$ cat config.mk
export PLATFORM = sky130hd
export DESIGN_NAME = ama_riscv_bp_spec_ctrl_flat
export DESIGN_NICKNAME = d
export VERILOG_FILES = /design/src/rtl/ama_riscv_bp_spec_ctrl_pkg.sv /design/src/rtl/ama_riscv_bp_spec_ctrl_if.sv /design/src/rtl/ama_riscv_bp_spec_fifo.sv /design/src/rtl/ama_riscv_bp_spec_ctrl.sv /design/src/flat_wrapper.sv
export SDC_FILE = /design/constraint.sdc
export NUM_CORES = 1
export LEC_CHECK = 0
export ABC_AREA = 0
export BUFFER_PORTS_ARGS = -buffer_cell sky130_fd_sc_hd__buf_2
export CORE_AREA = 2 2 108 110
export CTS_BUF_LIST = sky130_fd_sc_hd__clkbuf_8
export DETAILED_ROUTE_END_ITERATION = 12
export DIE_AREA = 0 0 110 112
export PLACE_DENSITY = 0.7
export SETUP_SLACK_MARGIN = 0.4
export SLEW_MARGIN = 20
export SYNTH_ARGS = -nofsm -noshare
export SYNTH_HDL_FRONTEND = slang
export SYNTH_SLANG_ARGS = --single-unit
export TNS_END_PERCENT = 5
$ cat constraint.sdc
create_clock -name clk -period 4.8 [get_ports clk]
set_clock_uncertainty 0.05 [all_clocks]
set_input_delay 1.2 -clock clk [delete_from_list [all_inputs] [get_ports clk]]
set_output_delay 1.2 -clock clk [all_outputs]
set_load 0.02 [all_outputs]
$ cat src/rtl/ama_riscv_bp_spec_ctrl_pkg.sv
// Shared types for the branch-predictor speculation controller: branch
// outcome encoding, component predictions, predictor pipe bundle, the
// controller FSM state and the in-flight queue entry.
package ama_riscv_bp_spec_ctrl_pkg;

    typedef enum logic {
        B_NT = 1'b0,
        B_T  = 1'b1
    } branch_t;

    // Component predictions feeding the combined predictor's meta update
    typedef struct packed {
        branch_t gshare;
        branch_t bimodal;
    } bp_comp_t;

    typedef struct packed {
        logic enter;
        logic resolve;
    } bp_spec_t;

    typedef struct packed {
        bp_spec_t    spec;
        branch_t     br_res;
        logic [31:0] pc_dec;
        logic [31:0] pc_exe;
    } bp_pipe_t;

    typedef enum logic {
        BPS_RUN   = 1'b0,
        BPS_FLUSH = 1'b1
    } bp_spec_state_t;

    typedef struct packed {
        branch_t  pred;
        bp_comp_t comp;
    } bp_spec_entry_t;

    localparam bp_comp_t BP_COMP_RST = '{gshare: B_NT, bimodal: B_NT};

endpackage

$ cat src/rtl/ama_riscv_bp_spec_ctrl_if.sv
// Decode/execute handshake and predictor-facing signals of the speculation
// controller. The pipeline side is the master, the controller the slave.
interface ama_riscv_bp_spec_ctrl_if;
    import ama_riscv_bp_spec_ctrl_pkg::*;

    logic        dec_br;
    logic [31:0] dec_pc;
    branch_t     dec_pred;
    bp_comp_t    dec_comp;
    logic        exe_br;
    logic [31:0] exe_pc;
    branch_t     exe_res;

    bp_pipe_t    bp_pipe;
    bp_comp_t    bp_comp_pred;
    logic        stall_dec;
    logic        flush_fe;
    logic        mispred;

    modport master (
        output dec_br, dec_pc, dec_pred, dec_comp, exe_br, exe_pc, exe_res,
        input  bp_pipe, bp_comp_pred, stall_dec, flush_fe, mispred
    );

    modport slave (
        input  dec_br, dec_pc, dec_pred, dec_comp, exe_br, exe_pc, exe_res,
        output bp_pipe, bp_comp_pred, stall_dec, flush_fe, mispred
    );

endinterface

$ cat src/rtl/ama_riscv_bp_spec_fifo.sv
// In-order queue of unresolved branch predictions. Pointers carry one extra
// wrap bit so full and empty are distinguishable; clear drops everything.
module ama_riscv_bp_spec_fifo
    import ama_riscv_bp_spec_ctrl_pkg::*;
#(
    parameter int DEPTH = 2
) (
    input  logic           clk,
    input  logic           rst,
    input  logic           push,
    input  bp_spec_entry_t wdata,
    input  logic           pop,
    input  logic           clear,
    output logic           full,
    output logic           empty,
    output bp_spec_entry_t head
);

    localparam int AW = $clog2(DEPTH);
    localparam int PW = AW + 1;
    localparam logic [PW-1:0] PTR_ONE = PW'(1);
    localparam logic [PW-1:0] PTR_DEPTH = PW'(DEPTH);

    bp_spec_entry_t mem [DEPTH];
    logic [PW-1:0]  wr_ptr;
    logic [PW-1:0]  rd_ptr;
    logic [PW-1:0]  occupancy;

    assign occupancy = wr_ptr - rd_ptr;
    assign full      = (occupancy == PTR_DEPTH);
    assign empty     = (occupancy == '0);
    assign head      = mem[rd_ptr[AW-1:0]];

    // Entry storage; data only, no reset needed
    always_ff @(posedge clk) begin
        if (push && !clear) begin
            mem[wr_ptr[AW-1:0]] <= wdata;
        end
    end

    // Pointer update; clear (mispredict squash) wins over push/pop
    always_ff @(posedge clk) begin
        if (rst || clear) begin
            wr_ptr <= '0;
            rd_ptr <= '0;
        end else begin
            if (push) wr_ptr <= wr_ptr + PTR_ONE;
            if (pop)  rd_ptr <= rd_ptr + PTR_ONE;
        end
    end

endmodule

$ cat src/rtl/ama_riscv_bp_spec_ctrl.sv
// Branch-predictor speculation controller: tracks in-flight predictions,
// checks them at execute, drives predictor update strobes, flushes the
// front end on a mispredict and counts hits/misses.
module ama_riscv_bp_spec_ctrl
    import ama_riscv_bp_spec_ctrl_pkg::*;
#(
    parameter int DEPTH     = 2,
    parameter int FLUSH_CYC = 2,
    parameter int PERF_BITS = 32
) (
    input  logic                 clk,
    input  logic                 rst,
    ama_riscv_bp_spec_ctrl_if.slave bus,
    output logic [PERF_BITS-1:0] cnt_hit,
    output logic [PERF_BITS-1:0] cnt_miss
);

    localparam int FCW = $clog2(FLUSH_CYC + 1);
    localparam logic [FCW-1:0]       FLUSH_LOAD = FCW'(FLUSH_CYC - 1);
    localparam logic [FCW-1:0]       FLUSH_ONE  = FCW'(1);
    localparam logic [PERF_BITS-1:0] PERF_ONE   = PERF_BITS'(1);

    bp_spec_state_t state;
    logic [FCW-1:0] flush_cnt;

    logic           full;
    logic           empty;
    bp_spec_entry_t head;
    bp_spec_entry_t wdata;
    logic           push;
    logic           pop;
    logic           hit;
    logic           miss;

    // A pop is checked against the head prediction in the same cycle; a
    // miss squashes any push this cycle because that branch is younger.
    // A push at full is accepted when the head leaves in the same cycle.
    assign pop   = bus.exe_br && !empty;
    assign hit   = pop && (head.pred == bus.exe_res);
    assign miss  = pop && (head.pred != bus.exe_res);
    assign push  = bus.dec_br && (!full || pop) && (state == BPS_RUN) && !miss;
    assign wdata = '{pred: bus.dec_pred, comp: bus.dec_comp};

    ama_riscv_bp_spec_fifo #(
        .DEPTH (DEPTH)
    ) u_fifo (
        .clk   (clk),
        .rst   (rst),
        .push  (push),
        .wdata (wdata),
        .pop   (pop),
        .clear (miss),
        .full  (full),
        .empty (empty),
        .head  (head)
    );

    // Predictor strobes and side outputs, all combinational from the inputs
    always_comb begin
        bus.bp_pipe              = '0;
        bus.bp_comp_pred         = BP_COMP_RST;
        bus.bp_pipe.spec.enter   = push;
        bus.bp_pipe.spec.resolve = pop;
        if (push) begin
            bus.bp_pipe.pc_dec = bus.dec_pc;
            bus.bp_comp_pred   = bus.dec_comp;
        end
        if (pop) begin
            bus.bp_pipe.br_res = bus.exe_res;
            bus.bp_pipe.pc_exe = bus.exe_pc;
        end
    end

    assign bus.stall_dec = full;
    assign bus.mispred   = miss;
    assign bus.flush_fe  = (state == BPS_FLUSH);

    // RUN/FLUSH sequencing; flush held for FLUSH_CYC cycles after a miss
    always_ff @(posedge clk) begin
        if (rst) begin
            state     <= BPS_RUN;
            flush_cnt <= '0;
        end else begin
            case (state)
                BPS_RUN: begin
                    if (miss) begin
                        state     <= BPS_FLUSH;
                        flush_cnt <= FLUSH_LOAD;
                    end
                end
                BPS_FLUSH: begin
                    if (flush_cnt == '0) begin
                        state <= BPS_RUN;
                    end else begin
                        flush_cnt <= flush_cnt - FLUSH_ONE;
                    end
                end
                default: state <= BPS_RUN;
            endcase
        end
    end

    // Saturating performance counters
    always_ff @(posedge clk) begin
        if (rst) begin
            cnt_hit  <= '0;
            cnt_miss <= '0;
        end else begin
            if (hit && (cnt_hit != '1))   cnt_hit  <= cnt_hit + PERF_ONE;
            if (miss && (cnt_miss != '1)) cnt_miss <= cnt_miss + PERF_ONE;
        end
    end

    // Execute should never resolve against an empty queue outside a flush
    a_exe_on_empty: assert property (@(posedge clk) disable iff (rst)
        !(bus.exe_br && empty && (state == BPS_RUN)));

endmodule

$ cat src/flat_wrapper.sv
// flat-port wrapper written by rule: the top's interface ports become plain ports
module ama_riscv_bp_spec_ctrl_flat import ama_riscv_bp_spec_ctrl_pkg::*;
#(
    parameter int DEPTH     = 2,
    parameter int FLUSH_CYC = 2,
    parameter int PERF_BITS = 32
)
  (clk, rst, cnt_hit, cnt_miss, bus_dec_br, bus_dec_pc, bus_dec_pred, bus_dec_comp, bus_exe_br, bus_exe_pc, bus_exe_res, bus_bp_pipe, bus_bp_comp_pred, bus_stall_dec, bus_flush_fe, bus_mispred);
  ama_riscv_bp_spec_ctrl_if bus_i ();
  input  logic clk;
  input  logic rst;
  output logic [PERF_BITS-1:0] cnt_hit;
  output logic [PERF_BITS-1:0] cnt_miss;
  input wire logic [$bits(bus_i.dec_br)-1:0] bus_dec_br;
  input wire logic [$bits(bus_i.dec_pc)-1:0] bus_dec_pc;
  input wire logic [$bits(bus_i.dec_pred)-1:0] bus_dec_pred;
  input wire logic [$bits(bus_i.dec_comp)-1:0] bus_dec_comp;
  input wire logic [$bits(bus_i.exe_br)-1:0] bus_exe_br;
  input wire logic [$bits(bus_i.exe_pc)-1:0] bus_exe_pc;
  input wire logic [$bits(bus_i.exe_res)-1:0] bus_exe_res;
  output wire logic [$bits(bus_i.bp_pipe)-1:0] bus_bp_pipe;
  output wire logic [$bits(bus_i.bp_comp_pred)-1:0] bus_bp_comp_pred;
  output wire logic [$bits(bus_i.stall_dec)-1:0] bus_stall_dec;
  output wire logic [$bits(bus_i.flush_fe)-1:0] bus_flush_fe;
  output wire logic [$bits(bus_i.mispred)-1:0] bus_mispred;
  assign bus_i.dec_br = bus_dec_br;
  assign bus_i.dec_pc = bus_dec_pc;
  assign bus_i.dec_pred = bus_dec_pred;
  assign bus_i.dec_comp = bus_dec_comp;
  assign bus_i.exe_br = bus_exe_br;
  assign bus_i.exe_pc = bus_exe_pc;
  assign bus_i.exe_res = bus_exe_res;
  assign bus_bp_pipe = bus_i.bp_pipe;
  assign bus_bp_comp_pred = bus_i.bp_comp_pred;
  assign bus_stall_dec = bus_i.stall_dec;
  assign bus_flush_fe = bus_i.flush_fe;
  assign bus_mispred = bus_i.mispred;
  ama_riscv_bp_spec_ctrl #(.DEPTH(DEPTH), .FLUSH_CYC(FLUSH_CYC), .PERF_BITS(PERF_BITS)) u_core (.clk(clk), .rst(rst), .bus(bus_i), .cnt_hit(cnt_hit), .cnt_miss(cnt_miss));
endmodule
* After elaboration in Yosys (flattened, before gate mapping) *
Memory sizes are Yosys's and may differ from the RTL's. A register that Yosys moved wholly into a read port is not among the register bits.
Index checks and enable logic that the tools add are counted.

cells by class
  reduce and logical (&&, ||, !) cells = 17
  eq/ne operators = 7
  muxes and demuxes = 14
  bitwise operators = 1
  $add $sub $neg = 6

operators by type and width
  cell                   count
  $add 32x1->32 const B  2
  $mux 32                2
  $ne 32x32->1 const B   2
  $logic_and 1x1->1      9
  $mux 1                 7
  $mux 2                 3
  $add 2x1->2 const B    2
  $logic_not 2->1        2
  $pmux 2 s2             1
  $logic_not 1->1        3
  $eq 2x2->1 const B     1
  $logic_or 1x1->1       2
  $ne 2x1->1 const B     1
  $ne 2x2->1 const B     1
  $pmux 1 s2             1
  $reduce_and 2->1       1
  $sub 2x1->2 const B    1
  $sub 2x2->2            1
  $eq 1x1->1             1
  $ne 1x1->1             1
  $not 1->1              1

word-level totals
  input port bits = 72
  memories kept = 1
  output and inout port bits = 136
  flip-flop bits (word level) = 71
  word-level logic and storage cells = 52
  memory bits (writable) = 6

memories
  memory             depth  width  rd ports  clocked after Yosys merged registers in  wr ports  RTL line                      RTL
  u_core.u_fifo.mem  2      3      1         1                                        1         ama_riscv_bp_spec_fifo.sv:24  bp_spec_entry_t mem [DEPTH];

* Logic depth before layout (Yosys ltp) *
  word-level depth = 11
  depth in mapped cells = 8

* Modules after synthesis *
Synthesis repeated with hierarchy kept, for this count alone.

unflattened totals
  cells, all modules = 530
  area total of the unflattened synthesis = 4383.0 µm²

by module, submodules not included
  module                  instances  area an instance (µm²)  cells an instance  sequential area each (µm²)
  ama_riscv_bp_spec_ctrl  1          3941.3                  498                1341.3
  ama_riscv_bp_spec_fifo  1          441.7                   32                 280.3

* Worst setup path before layout *
No wires, ideal clock.

  path kind = input to output
  from = input port bus_exe_br
  to = output port bus_bp_pipe[33]
  cell stages on the path = 6
  arrival time = 2332 ps
  path slack = 1218 ps
  path through = o21ai_1 -> inv_2 -> nand2_1 -> clkbuf_1 -> clkbuf_1 -> and3_1

on the way
  cells in the longest elaborated chain, start to end = 6

ends and longest elaborated chain
  element                          RTL line                      RTL
  from (decl)                      flat_wrapper.sv:18            input wire logic [$bits(bus_i.exe_br)-1:0] bus_exe_br;
  $logic_and 1x1->1 *              ama_riscv_bp_spec_ctrl.sv:38  assign pop = bus.exe_br && !empty;
  $logic_or 1x1->1                 ama_riscv_bp_spec_ctrl.sv:41  assign push = bus.dec_br && (!full || pop) && (state == BPS_RUN) && !miss;
  $logic_and 1x1->1 (2 in series)  ama_riscv_bp_spec_ctrl.sv:41
  $logic_and 1x1->1 *              ama_riscv_bp_spec_ctrl.sv:41
  $mux 32 *                        ama_riscv_bp_spec_ctrl.sv:64  if (push) begin
  to (decl)                        flat_wrapper.sv:21            output wire logic [$bits(bus_i.bp_pipe)-1:0] bus_bp_pipe;

Mark *: on every way between the ends. The rest lies on a longest branch, timed or not.

* Final worst setup path *
  from = input port bus_exe_res
  to = output port bus_bp_pipe[66]

on the way
  cells in the longest elaborated chain, start to end = 4

ends and longest elaborated chain
  element            RTL line                      RTL
  from (decl)        flat_wrapper.sv:20            input wire logic [$bits(bus_i.exe_res)-1:0] bus_exe_res;
  $ne 1x1->1         ama_riscv_bp_spec_ctrl.sv:40  assign miss = pop && (head.pred != bus.exe_res);
  $logic_and 1x1->1  ama_riscv_bp_spec_ctrl.sv:40
  $logic_not 1->1    ama_riscv_bp_spec_ctrl.sv:41
  $logic_and 1x1->1  ama_riscv_bp_spec_ctrl.sv:41

No other way between the ends.

==> flow_summary.json <==
{
  "dp.final_hpwl_um": 9811,
  "synth.avg_cell_area_um2": 7.976,
  "hold_violations": 0,
  "drc_errors": 0,
  "syn_area_um2": 4387,
  "io_buffers": 207,
  "cp.required_ns": 3.55,
  "synth_fp_nets": 625,
  "path_class": "primary input to primary output",
  "clkLatencyLatePin_ns": 0.36,
  "status": "complete, no violations",
  "grt_max_degree": 45,
  "cts_buffer_depth": 2,
  "min_path_type": "flop to flop",
  "worstPathArrival_ns": 2.83,
  "rsz0062_at_grt": "no",
  "fin_nets": 806,
  "wire_per_inst_um": 15.01,
  "drt_iter0_markers": 243,
  "maxSlewHeadroom": 0.2821,
  "hold_buffers": 0,
  "dieArea_um2": 12320,
  "synth-edff-count": 2,
  "finalCritPeriodShare": 0.8495,
  "netlist_instances": 550,
  "fin_setup_tns_ns": 0,
  "core-area_um2": 11170,
  "ys.flop_type": "dfxtp_1",
  "cts_resized": 0,
  "synthTopCellsByArea": "dfxtp_1 33%, o31ai_1 6.0%, and3_1 5.7%, or4_1 5.6%, a21oi_1 5.6%",
  "cts_made_buffers": 9,
  "async_flop_share": 0,
  "cp_max_fo": 37,
  "grt_usage": 0.2077,
  "dr.pass1.iters": 5,
  "ioPinCount": 208,
  "yosysTopAreaCell": "dfxtp_1",
  "leakagePower_nw": 2.528,
  "seq_area_frac_synth": 0.3423,
  "ys_seq_elements": 74,
  "yosysMostFrequentCell": "dfxtp_1",
  "area_growth_pct": 29.58,
  "timing.fmax_mhz": 245.2,
  "avgViaCountPerCell": 5.542,
  "num_vias": 4871,
  "grt_pass1_wl_um": 20620,
  "cellPowerDensity_nw_per_um2": 278.9,
  "cp-start-kind": "primary input",
  "maxSlewViolCount": 0,
  "overflow": 0,
  "die_h_um": 112,
  "gp_congestion": 0.8717,
  "clk_pin_slew_ns": 0.08,
  "post-cts-setup-buffers": 0,
  "antenna_left": 0,
  "synth_top_area_frac": 0.3286,
  "end_kind": "primary output",
  "yosys_warnings": 0,
  "antenna_found_initial": 0,
  "ir_drop_uv": 171.5,
  "drive_gt1_frac": 0.3329,
  "die_x_um": 110,
  "synth_common_cells": "72 x dfxtp_1, 49 x a21oi_1, 40 x and3_1",
  "synth.distinct_cells": 49,
  "start_util": 0.3926,
  "root_buffer": "clkbuf_8",
  "rows": 39,
  "h-tree-depth": 3,
  "hold_ws_ns": 0.4130,
  "diodes": 0,
  "cts_sinks": 74,
  "final.min_clock_period_ns": 4.077,
  "maxCapViolCount": 0,
  "first_global_vias": 4389,
  "worstMarginPinSlew_ns": 1.069,
  "cts_tree": "yes",
  "routed_wl_um": 13200,
  "setup_viol": 0
}
==> power by group <==
| group | total, W | leakage, nW | internal (W) | switching, W |
|---|---|---|---|---|
| Sequential | 0.000646 | 0.599 | 0.000631 | 0.0000152 |
| Clock | 0.000524 | 0.116 | 0.000288 | 0.000235 |
| Combinational | 0.000416 | 1.81 | 0.000145 | 0.000271 |
| Total | 0.00159 | 2.53 | 0.00106 | 0.000521 |
==> final timing paths <==
| kind | startpoint | end | slack (ns) | depth (start not counted) |
|---|---|---|---|---|
| setup / recovery | bus_exe_res | bus_bp_pipe[66] | 0.72 | 6 |
| hold / removal | u_core.flush_cnt[0] | u_core.flush_cnt[0] | 0.41 | 2 |
| setup reg to reg | flop | u_core.cnt_hit[31] | 1.87 | 5 |
| hold reg to reg | u_core.flush_cnt[0] | u_core.flush_cnt[0] | 0.41 | 2 |
==> final cells by class <==
class / instances / area, um^2
fill: 1063 / 5490
inverter: 17 / 63.81
tap: 143 / 178.9
sequential: 74 / 1501
clock buffer: 9 / 123.9
clock inverter: 7 / 86.33
multi-input combinational: 418 / 2651
timing repair buffer: 211 / 1079
==> sequential cells by signal (all words and copies together) (netlist names), named ones only <==
register              count
u_core.cnt_hit           32
u_core.cnt_miss          32
u_core.flush_cnt          2
u_core.u_fifo.mem         2
u_core.u_fifo.rd_ptr      2
u_core.u_fifo.wr_ptr      2
u_core.bus.flush_fe       1
==> cells by family (layout without fill, tap and decap cells) <==
| family | Yosys count | in the layout | synth area share |
|---|---|---|---|
| AOI/OAI and AO/OA | 108 | 108 | 0.1512 |
| muxes | 16 | 16 | 0.04050 |
| buffers and inverters | 58 | 244 | 0.05334 |
| adders and majority gates | 3 | 3 | 0.008558 |
| DFF | 74 | 74 | 0.3423 |
| and+or+nand+nor | 284 | 284 | 0.3885 |
| xor gates and xnor gates | 7 | 7 | 0.01569 |
==> through the flow <==
stage | power (W) | std cells | instance area (um^2) | util | setup WS, ns
final | 0.001586 | 879 | 5684 | 0.5087 | 0.7225
after global routing | 0.001667 | 879 | 5684 | 0.5087 | 0.5015
after CTS | 0.001600 | 879 | 5684 | 0.5087 | 0.7475
after detailed placement | 0.001076 | 863 | 5474 | 0.4899 | 0.7645
after global placement | 0.001068 | 863 | 5474 | 0.4899 | 0.8302
after floorplan | 0.0009409 | 550 | 4387 | - | 1.218
==> cells in the final DEF (no fill, tap or decap), types with 4 or more instances in the layout <==
master	count
mux2_2	14
nor4_1	13
or4_1	33
nand4_1	16
nand2b_1	4
dfxtp_1	72
nand2_1	27
o31ai_1	35
buf_2	207
and3_1	40
inv_1	18
and4_1	12
nor2_1	27
and2_1	36
nor2b_1	17
nand3_1	26
clkbuf_8	9
a21oi_1	49
nor3_1	9
or3_1	12
o21ai_0	12
==> metal layers <==
| metal | wire length [um] | part of all wire | global-route usage |
|---|---|---|---|
| met5 | 0 | 0 | 0 |
| met4 | 170 | 0.013 | 0.07089 |
| met3 | 960 | 0.073 | 0.06206 |
| met2 | 6671 | 0.51 | 0.3472 |
| met1 | 5395 | 0.41 | 0.2507 |
==> critical path, stage by stage <==
cell,delay (ns)
buf_2,0.13
xnor2_1,0.29
nand2_1,0.58
inv_1,0.36
nor2_1,0.08
buf_2,0.18
Power figures use the tool's default switching activity.
